File: config.mk
export PLATFORM = sky130hd
export DESIGN_NAME = mux_select_decoder
export DESIGN_NICKNAME = d
export VERILOG_FILES = /design/src/rtl/mux_select_decoder.sv
export SDC_FILE = /design/constraint.sdc
export NUM_CORES = 1
export LEC_CHECK = 0
export ABC_CLOCK_PERIOD_IN_PS = 3100
export BUFFER_PORTS_ARGS = -buffer_cell sky130_fd_sc_hd__buf_2
export CORE_UTILIZATION = 40
export DETAILED_ROUTE_END_ITERATION = 12
export PLACE_DENSITY_LB_ADDON = 0.05
export SLEW_MARGIN = 20
export SYNTH_ARGS = -nofsm -noshare
export SYNTH_HDL_FRONTEND = slang
export SYNTH_SLANG_ARGS = --single-unit
File: constraint.sdc
create_clock -name clk_i -period 3.1 [get_ports clk_i]
set_clock_uncertainty 0.05 [all_clocks]
set_input_delay 0.93 -clock clk_i [delete_from_list [all_inputs] [get_ports clk_i]]
set_output_delay 0.93 -clock clk_i [all_outputs]
set_load 0.02 [all_outputs]
File: src/rtl/mux_select_decoder.sv
// Mux select decoder: turns a (row, col) request into one-hot switch enables with
// break-before-make dead time and settle delay. Optional feature macro: MUX_SKIP_SAME_ADDR_EN.
module mux_select_decoder #(
   parameter int unsigned Width        = 5,
   parameter int unsigned Rows         = 2,
   parameter int unsigned Cols         = 2,
   parameter int unsigned DeadCycles   = 4,
   parameter int unsigned SettleCycles = 50
) (
   input  logic             clk_i,
   input  logic             rst_ni,
   input  logic [Width-1:0] row_i,
   input  logic [Width-1:0] col_i,
   input  logic             req_i,
   input  logic             release_i,
   output logic [Rows-1:0]  row_sel_o,
   output logic [Cols-1:0]  col_sel_o,
   output logic             busy_o,
   output logic             ready_o,
   output logic             err_o
);

   localparam logic [15:0] DeadLoad   = 16'(DeadCycles - 1);
   localparam logic [15:0] SettleLoad = 16'(SettleCycles - 1);

   typedef enum logic [1:0] {
      StIdle,
      StBreak,
      StSettle,
      StReady
   } state_e;

   state_e           state_q, state_d;
   logic [15:0]      cnt_q, cnt_d;
   logic [Width-1:0] row_q, row_d;
   logic [Width-1:0] col_q, col_d;

   logic [Rows-1:0]  row_hit;
   logic [Cols-1:0]  col_hit;
   logic [Rows-1:0]  row_sel_d;
   logic [Cols-1:0]  col_sel_d;
   logic             busy_d;
   logic             ready_d;
   logic             err_d;
   logic             in_range;

   // Range check at full address width so wide addresses never alias into the matrix.
   assign in_range = (32'(row_i) < Rows) && (32'(col_i) < Cols);

`ifdef MUX_SKIP_SAME_ADDR_EN
   logic same_addr;
   assign same_addr = (row_i == row_q) && (col_i == col_q);
`endif

   // State and registered outputs.
   always_ff @(posedge clk_i or negedge rst_ni) begin
      if (!rst_ni) begin
         state_q   <= StIdle;
         cnt_q     <= '0;
         row_q     <= '0;
         col_q     <= '0;
         row_sel_o <= '0;
         col_sel_o <= '0;
         busy_o    <= 1'b0;
         ready_o   <= 1'b0;
         err_o     <= 1'b0;
      end else begin
         state_q   <= state_d;
         cnt_q     <= cnt_d;
         row_q     <= row_d;
         col_q     <= col_d;
         row_sel_o <= row_sel_d;
         col_sel_o <= col_sel_d;
         busy_o    <= busy_d;
         ready_o   <= ready_d;
         err_o     <= err_d;
      end
   end

   // Next-state logic.
   always_comb begin
      state_d = state_q;
      cnt_d   = cnt_q;
      row_d   = row_q;
      col_d   = col_q;
      err_d   = 1'b0;
      unique case (state_q)
         StIdle: begin
            if (req_i) begin
               if (in_range) begin
                  state_d = StBreak;
                  cnt_d   = DeadLoad;
                  row_d   = row_i;
                  col_d   = col_i;
               end else begin
                  err_d = 1'b1;
               end
            end
         end
         StBreak: begin
            if (cnt_q == '0) begin
               state_d = StSettle;
               cnt_d   = SettleLoad;
            end else begin
               cnt_d = cnt_q - 16'd1;
            end
         end
         StSettle: begin
            if (cnt_q == '0) begin
               state_d = StReady;
            end else begin
               cnt_d = cnt_q - 16'd1;
            end
         end
         StReady: begin
            // A request takes priority over a simultaneous release.
            if (req_i) begin
               if (in_range) begin
`ifdef MUX_SKIP_SAME_ADDR_EN
                  if (!same_addr) begin
                     state_d = StBreak;
                     cnt_d   = DeadLoad;
                     row_d   = row_i;
                     col_d   = col_i;
                  end
`else
                  state_d = StBreak;
                  cnt_d   = DeadLoad;
                  row_d   = row_i;
                  col_d   = col_i;
`endif
               end else begin
                  err_d = 1'b1;
               end
            end else if (release_i) begin
               state_d = StIdle;
            end
         end
      endcase
   end

   for (genvar g = 0; g < Rows; g++) begin : g_row_hit
      assign row_hit[g] = (32'(row_d) == 32'(g));
   end

   for (genvar g = 0; g < Cols; g++) begin : g_col_hit
      assign col_hit[g] = (32'(col_d) == 32'(g));
   end

   // Outputs are decoded from the next state so they register alongside it.
   always_comb begin
      row_sel_d = '0;
      col_sel_d = '0;
      busy_d    = (state_d == StBreak) || (state_d == StSettle);
      ready_d   = (state_d == StReady);
      if ((state_d == StSettle) || (state_d == StReady)) begin
         row_sel_d = row_hit;
         col_sel_d = col_hit;
      end
   end

   a_row_onehot: assert property (@(posedge clk_i) disable iff (!rst_ni) $onehot0(row_sel_o));
   a_col_onehot: assert property (@(posedge clk_i) disable iff (!rst_ni) $onehot0(col_sel_o));
   a_open_when_idle: assert property (@(posedge clk_i) disable iff (!rst_ni)
      ((state_q == StIdle) || (state_q == StBreak)) |-> ((row_sel_o == '0) && (col_sel_o == '0)));

endmodule

==> results of run 1 <==
==> area by class of cell <==
type / count / area share (%)
Clock buffer: 8 / 4.76
Inverter: 13 / 2.32
Multi-Input combinational cell: 124 / 41.3
Sequential cell: 35 / 41.6
Tap cell: 52 / 3.09
Timing Repair Buffer: 26 / 6.90
==> sequential cells by signal, indices dropped and copies added, names as in the netlist <==
signal	count
ready_o	1
col_q	5
busy_o	1
err_o	1
col_sel_o	2
state_q	2
row_sel_o	2
row_q	5
cnt_q	16
==> power by group <==
part           internal, mW  switching, mW  leakage (nW)  total (mW)
Sequential            0.478         0.0231         0.471       0.501
Clock                 0.203          0.150        0.0515       0.353
Combinational        0.0729          0.114         0.491       0.186
==> metal layers <==
layer  global-route usage, %  routed length [um]  vias up
met5                       0                   0        -
met4                    7.11                  66        0
met3                    4.22                 201        6
met2                    27.3                1750       45
met1                    21.3                1730      724
li1                        -                   -      711
==> cells in the final DEF (no fill, tap or decap), types with 2 or more instances in the layout <==
master	Yosys	routed
dfrtp_1	35	35
nor4_1	2	2
clkbuf_8	0	7
buf_2	2	20
buf_4	0	6
o21ai_1	3	3
nor4_2	2	2
a221oi_1	2	2
a31oi_1	2	2
o21ai_0	6	6
nor2_1	10	10
o31ai_1	5	5
o41ai_1	2	2
ha_1	7	7
nand2_1	6	6
a21oi_1	21	21
or3_1	10	10
inv_1	13	13
and2_1	8	8
a21boi_0	2	2
nor3_1	2	2
or4_1	9	9
nor3b_1	2	2
==> path summary, 6_finish.rpt <==
kind	depth (start not counted)	to	startpoint	slack, ps
min	1	row_q[2]$_DFF_PN0_	row_q[2]$_DFF_PN0_	430
min in group asynchronous	1	col_q[1]$_DFF_PN0_	rst_ni	660
max in group asynchronous	1	cnt_q[15]$_DFFE_PN0P_	rst_ni	1830
min reg2reg	1	row_q[2]$_DFF_PN0_	row_q[2]$_DFF_PN0_	430
max reg2reg	11	row_sel_o[0]$_DFF_PN0_	cnt_q[0]$_DFFE_PN0P_	290
max	11	row_sel_o[0]$_DFF_PN0_	cnt_q[0]$_DFFE_PN0P_	290
==> metrics by stage <==
stage | instance area [sq um] | utilization, % | hold slack, ps | setup slack, ps | std cells
floorplan | 1830 | - | 394 | 487 | 178
global placement | 2000 | 45.7 | 410 | 311 | 250
detailed placement | 2000 | 45.7 | 417 | 273 | 250
CTS | 2100 | 48.0 | 437 | 258 | 258
global route | 2100 | 48.0 | 450 | 26.5 | 258
finish | 2100 | 48.0 | 429 | 290 | 258
==> cells by family after synthesis <==
group,count (synthesis)
DFF,35
xor gates and xnor gates,1
adders and majority gates,7
and+or+nand+nor,62
buffers and inverters,19
AOI/OAI and AO/OA,54
==> flow_summary.toml, run 1 <==
[layout]
regArea_sq_um = 876
multi_input_area_sq_um = 870
drive_above_1_share_pct = 21.4
diodes = 0
nets = 226
synthToLayoutAreaGrowth_pct = 14.7
nFillCells = 431

[route]
ant_nets = 0
dr.pass1.iters = 4
wl_mm = 3.75
viasPerCell = 5.76
via_count = 1486
avgRoutedWirePerCell_um = 14.5
drtIter0Drc = 83
drcViolationCount = 0

[synthesis]
synthArstFlopShare_pct = 100
synth_area_per_cell_sq_um = 10.3
synth_compound_area_share_pct = 20.0
synthCells = 178
synth-main-ff-cell = "dfrtp_1"
yosysSeqAreaShare_pct = 47.7
synth.area.top_cells = "dfrtp_1, a21oi_1, ha_1, or4_1, or3_1"
synth_top_area_cell = "dfrtp_1"
synth_fp_nets = 199
synth_fa_ha_area_share_pct = 4.77
synth_area_sq_mm = 0.00183
synth_top_family_by_area = "simple AND/OR/NAND/NOR gates"
yosys-top-cells-count = "dfrtp_1, a21oi_1, inv_1"
yosysUniqueCellTypes = 46
synth-edff-count = 0
synth_seq_cells = 35
synthSimpleGateAreaFrac_pct = 22.2
yosys.area.top_type_share_pct = 47.7
synth_xor_xnor_area_share_pct = 0.477
muxShareOfSynthArea_pct = 0
yosys_warnings = 0
yosysMostFrequentCell = "dfrtp_1"

[setup_path]
worstPathArrival_ps = 2920
critPathTopFamily = "simple AND/OR/NAND/NOR gates"
cp-end-kind = "flop"
cp_max_fo = 6
worst-path-buf-inv = 2
crit_type = "reg -> reg"
crit_chain = "inv_1 > ha_1 > or3b_2 > nor3b_2 > buf_4 > nand2_1 > o21ai_0 > a221oi_1 > ha_1 > nor2_1 > nor2_1"
start_kind = "flop"
critPathRequiredTime_ps = 3210
critPathSlowestCell = "or3b_2"
slowest_delay_ps = 510

[clock_network]
cts_sinks = 35
htree_levels = 2
post_cts_buffers = 0
clk_pin_slew_worst_paths_ps = 60
cts_tree = "yes"
ctsHoldBuffers = 0
clk_path_buf_depth = 2
numCtsBuffers = 5
insertion_delay_ps = 280
cts-root-buf = "clkbuf_8"
cts_resized = 0

[global_routing]
grt_usage_pct = 16.8
grt_max_degree = 36
grt_overflow = 0
grt_pass1_wl_mm = 6.51
first_global_vias = 1408
antenna_found_initial = 0

[placed_design]
place.gp.congestion = 0.727
dp.final_hpwl_mm = 2.74
port_buffers = 20

[die]
die_x_um = 69.7
coreArea_sq_mm = 0.00438
dieArea_sq_mm = 0.00486
die_h_um = 69.7
rows = 24
num_io_pins = 21
initial_core_util_pct = 41.8

[power_and_ir_drop]
vdd_ir_drop_max_v = 0.000227
power_density_mw_per_mm2 = 494
leakage_nw = 1.01
finalPower_mw = 1.04

[min_path]
min_path_type = "reg -> reg"

[timing]
final.setup.tns_ps = 0
min_period_ps = 2810
slew_viol_final = 0
hold_violations = 0
finalSetupViolCount = 0
finalCritPeriodShare_pct = 90.6
relSlewSlack_pct = 48.4
fmax_mhz = 356
rsz0062_at_grt = "no"
worst_slew_pin_slew_ps = 774

[outcome]
status = "completed"

[run]
maxCapViolCount = 0
Power figures use the tool's default switching activity.
==> run 2, diff against run 1 <==
Settings changed: REMOVE_ABC_BUFFERS set to 1.
==> run 2 against run 1 <==
Critical path depth decreased by 2; hold slack worse by 2.4 ps; via count shrank 0.81%; non-clock buffer count unchanged; worst setup slack got worse by 35 ps; first-iteration DRC count fell by 13%; global-route usage decreased by 0.17 points; combinational power about the same; cell count did not move; clock power decreased by 11%; flip-flop and latch count stayed put; design area fell by 0.89%; critical path type unchanged; critical endpoint unchanged.
==> flow_summary.toml, run 2 (same netlist as run 1, synthesis figures left out) <==
[power_and_ir_drop]
p_int_mw = 0.708
finalPower_mw = 0.999
power_density_mw_per_mm2 = 479
switching_share_pct = 29.1
power_frac_comb_pct = 18.7
leakage_nw = 1.00
vdd_ir_drop_max_v = 0.000228
power.switching_mw = 0.291
p_seq_share_pct = 50.0
p_clk_share_pct = 31.3

[global_routing]
grt_max_degree = 36
grt_pass1_wl_mm = 6.48
grt_usage_pct = 16.6
antenna_found_initial = 0
first_global_vias = 1434
grt_overflow = 0

[min_path]
hold_path_depth = 1
min_from = "row_q[4]$_DFF_PN0_"
min_path_type = "reg -> reg"
min_to = "row_q[4]$_DFF_PN0_"

[clock_network]
ctsHoldBuffers = 0
post_cts_buffers = 0
cts_tree = "yes"
insertion_delay_ps = 280
cts_sinks = 35
clk_path_buf_depth = 2
cts-root-buf = "clkbuf_8"
htree_levels = 2
clk_pin_slew_worst_paths_ps = 70
cts_resized = 0
numCtsBuffers = 5

[route]
ant_nets = 0
viasPerCell = 5.71
dr.pass1.iters = 4
wl_mm = 3.75
drcViolationCount = 0
via_count = 1474
avgRoutedWirePerCell_um = 14.6
drtIter0Drc = 72

[setup_path]
worstPathArrival_ps = 2950
crit_type = "reg -> reg"
crit_chain = "inv_1 > ha_1 > or3b_2 > nor3b_2 > a21oi_1 > a221o_1 > ha_1 > nor2_1 > nor2_1"
critPathRequiredTime_ps = 3210
r2r-start = "cnt_q[0]$_DFFE_PN0P_"
critPathSlowestCell = "or3b_2"
rrSetupSlack_ps = 260
reg2reg_to = "row_sel_o[0]$_DFF_PN0_"
slowest_delay_ps = 500
start_kind = "flop"
cp_max_fo = 6
cp-end-kind = "flop"
r2r_cells = 9

[timing]
min_period_ps = 2840
rsz0062_at_grt = "no"
hold_violations = 0
relSlewSlack_pct = 48.8
finalCritPeriodShare_pct = 91.8
worst_slew_pin_slew_ps = 768
final.setup.tns_ps = 0
fmax_mhz = 352
finalSetupViolCount = 0
slew_viol_final = 0

[placed_design]
post-place-cells = 250
port_buffers = 20
place.gp.congestion = 0.749
dp.final_hpwl_mm = 2.74

[die]
initial_core_util_pct = 41.8
rows = 24
die_h_um = 69.7
coreArea_sq_mm = 0.00438
num_io_pins = 21
dieArea_sq_mm = 0.00486
die_x_um = 69.7

[layout]
diodes = 0
final_common_cell = "dfrtp_1"
finalNonFillerCells = 258
synthToLayoutAreaGrowth_pct = 13.7
nFillCells = 425
layout_common_cells = "dfrtp_1, a21oi_1, buf_2"
largest_register_ffs = 16
top_register = "cnt_q"
top_regs = "cnt_q (16), col_q (5), row_q (5)"
drive_above_1_share_pct = 20.9
nets = 226

[outcome]
status = "completed"

[run]
maxCapViolCount = 0
run 2: cell count changes in the layout (fill, tap and decap cells not counted), sizes merged:
cell,previous run,this run
clkbuf,8,7
clkinv,0,1
run 2: final cells by class:
| cell class | count | area (sq um) | area share (%) |
|---|---|---|---|
| clock inverter | 1 | 5.00 | 0.240 |
| multi-input combinational | 124 | 870 | 41.7 |
| timing repair buffer | 26 | 145 | 6.96 |
| clock buffer | 7 | 76.3 | 3.66 |
| inverter | 13 | 48.8 | 2.34 |
| tap | 52 | 65.1 | 3.12 |
| sequential | 35 | 876 | 42.0 |
run 2: worst max-delay path, delay by kind of cell (launching register included):
family,cells,cell delay (ps)
compound gates,2,560
fa+ha+maj,2,400
buf+inv,1,100
flops,1,390
simple gates,4,1210
run 2: power by group through the flow:
stage               clock network (mW)  logic [mW]  registers [mW]
finish                           0.313       0.187           0.499
floorplan                            0       0.128           0.503
global placement                     0       0.182           0.506
global route                     0.348       0.211           0.502
detailed placement                   0       0.189           0.507
CTS                              0.328       0.190           0.499
run 2: metrics by stage:
step / hold WS [ps] / setup slack (ps) / instance area (sq um) / utilization (%)
floorplan: 394 / 418 / 1790 / -
global placement: 409 / 242 / 2000 / 45.7
detailed placement: 413 / 259 / 2000 / 45.7
finish: 427 / 256 / 2090 / 47.6
global route: 453 / 63.9 / 2090 / 47.6
CTS: 435 / 237 / 2090 / 47.6
run 2: layer usage:
metal / global-route usage [%] / share of wire [%] / vias to the layer above
li1: - / - / 715
met1: 22.0 / 49 / 712
met2: 26.6 / 45 / 40
met3: 3.49 / 4.3 / 7
met4: 6.67 / 1.6 / 0
met5: 0 / 0 / -
run 2: worst max path at each step:
stage	endpoint	start	slack, ps
2_1_floorplan	cnt_q[13]$_DFFE_PN0P_	col_i[4]	420
3_5_place_dp	col_sel_o[0]$_DFF_PN0_	cnt_q[0]$_DFFE_PN0P_	260
4_1_cts	col_sel_o[0]$_DFF_PN0_	cnt_q[0]$_DFFE_PN0P_	240
6_report	row_sel_o[0]$_DFF_PN0_	cnt_q[0]$_DFFE_PN0P_	260
5_1_grt	col_sel_o[1]$_DFF_PN0_	cnt_q[0]$_DFFE_PN0P_	60
3_3_place_gp	row_sel_o[0]$_DFF_PN0_	cnt_q[0]$_DFFE_PN0P_	240
==> run 3, diff against run 2 <==
Settings changed: PLACE_DENSITY set to 0.56, PLACE_DENSITY_LB_ADDON 0.05 to not set.
==> run 3 against run 2 <==
Count of clock-buffer cells in the layout decreased by 1; via count is 2.6% lower; wire length shrank 2.3%; sequential share of layout area barely moved; highest routed layer unchanged.
==> flow_summary.toml, run 3 (same netlist as run 1, synthesis figures left out) <==
[outcome]
status = "completed"

[power_and_ir_drop]
p_clk_share_pct = 32.3
power_density_mw_per_mm2 = 487
leakage_nw = 1.01
switching_share_pct = 28.5
p_int_mw = 0.725
power_frac_comb_pct = 18.5
p_seq_share_pct = 49.3
vdd_ir_drop_max_v = 0.000167
power.switching_mw = 0.289

[route]
wl_mm = 3.67
dr.pass1.iters = 4
drtIter0Drc = 51
drcViolationCount = 0
avgRoutedWirePerCell_um = 14.3
ant_nets = 0
viasPerCell = 5.61
via_count = 1436

[layout]
top_regs = "cnt_q (16), col_q (5), row_q (5)"
final_common_cell = "dfrtp_1"
drive_above_1_share_pct = 21.1
largest_register_ffs = 16
synthToLayoutAreaGrowth_pct = 13.6
top_register = "cnt_q"
nets = 225
layout_common_cells = "dfrtp_1, a21oi_1, buf_2"
finalNonFillerCells = 256
diodes = 0
nFillCells = 399

[clock_network]
clk_pin_slew_worst_paths_ps = 70
htree_levels = 2
post_cts_buffers = 0
clk_path_buf_depth = 2
cts_resized = 0
cts-root-buf = "clkbuf_8"
cts_sinks = 35
ctsHoldBuffers = 0
cts_tree = "yes"
numCtsBuffers = 5
insertion_delay_ps = 280

[setup_path]
start_kind = "flop"
cp_max_fo = 8
crit_type = "reg -> reg"
worstPathArrival_ps = 2890
cp-end-kind = "flop"
r2r_cells = 8
critPathRequiredTime_ps = 3210

[placed_design]
place.gp.congestion = 0.809
post-place-cells = 249
port_buffers = 20
dp.final_hpwl_mm = 2.65
pre_cts_ws_ps = 246

[timing]
rsz0062_at_grt = "no"
fin_ws_ps = 317
finalSetupViolCount = 0
worst_slew_pin_slew_ps = 750
min_period_ps = 2780
fmax_mhz = 359
hold_violations = 0
slew_viol_final = 0
relSlewSlack_pct = 50.0
final.setup.tns_ps = 0
whs_ps = 429
finalCritPeriodShare_pct = 89.8

[global_routing]
grt_max_degree = 36
first_global_vias = 1460
antenna_found_initial = 0
grt_pass1_wl_mm = 6.58
grt_usage_pct = 17.2
grt_overflow = 0

[die]
die_h_um = 69.7
initial_core_util_pct = 41.8
num_io_pins = 21
coreArea_sq_mm = 0.00438
dieArea_sq_mm = 0.00486
rows = 24
die_x_um = 69.7

[min_path]
min_path_type = "reg -> reg"
hold_path_depth = 1

[run]
maxCapViolCount = 0
run 3: per-stage QoR:
stage               power [mW]  cell area (sq um)  utilization, %
finish                    1.01               2080            47.5
global placement         0.687               2000            45.5
floorplan                0.632               1790               -
CTS                       1.03               2080            47.5
detailed placement       0.696               2000            45.5
global route              1.09               2080            47.5
run 3: critical path, cell delays in order (launching register included):
cell      delay, ps
dfrtp_1         440
or4_1           700
nor4_4          310
nand2_1         190
o21ai_0         270
a221oi_1        140
ha_1            230
nor2_1          230
nor2_1          100
run 3: final cells by class:
class / count / area (sq um) / share of cell area (%)
Multi-Input combinational cell: 124 / 870 / 41.7
Clock inverter: 1 / 5.00 / 0.240
Tap cell: 52 / 65.1 / 3.12
Clock buffer: 6 / 82.6 / 3.96
Timing Repair Buffer: 25 / 138 / 6.60
Inverter: 13 / 48.8 / 2.34
Sequential cell: 35 / 876 / 42.0
run 3: routing by layer:
metal,up-vias,part of all wire [%],track usage (%)
met2,26,46,25.5
met1,690,48,23.0
met5,-,0,0
met3,4,4.0,5.67
li1,716,-,-
met4,0,1.3,7.33
run 3: worst paths after layout:
| check | start | end | slack (ps) |
|---|---|---|---|
| min reg2reg | row_q[4]$_DFF_PN0_ | row_q[4]$_DFF_PN0_ | 430 |
| max in group asynchronous | rst_ni | row_sel_o[1]$_DFF_PN0_ | 1860 |
| min | row_q[4]$_DFF_PN0_ | row_q[4]$_DFF_PN0_ | 430 |
| max | cnt_q[8]$_DFFE_PN0P_ | row_sel_o[0]$_DFF_PN0_ | 320 |
| max reg2reg | cnt_q[8]$_DFFE_PN0P_ | row_sel_o[0]$_DFF_PN0_ | 320 |
| min in group asynchronous | rst_ni | cnt_q[11]$_DFFE_PN0P_ | 660 |
run 3: power by group through the flow:
stage                     combinational, mW  sequential [mW]  clock, mW
after floorplan                       0.128            0.503          0
after global placement                0.181            0.506          0
after detailed placement              0.189            0.508          0
after CTS                             0.189            0.500      0.346
after global routing                  0.212            0.504      0.371
final                                 0.187            0.500      0.327
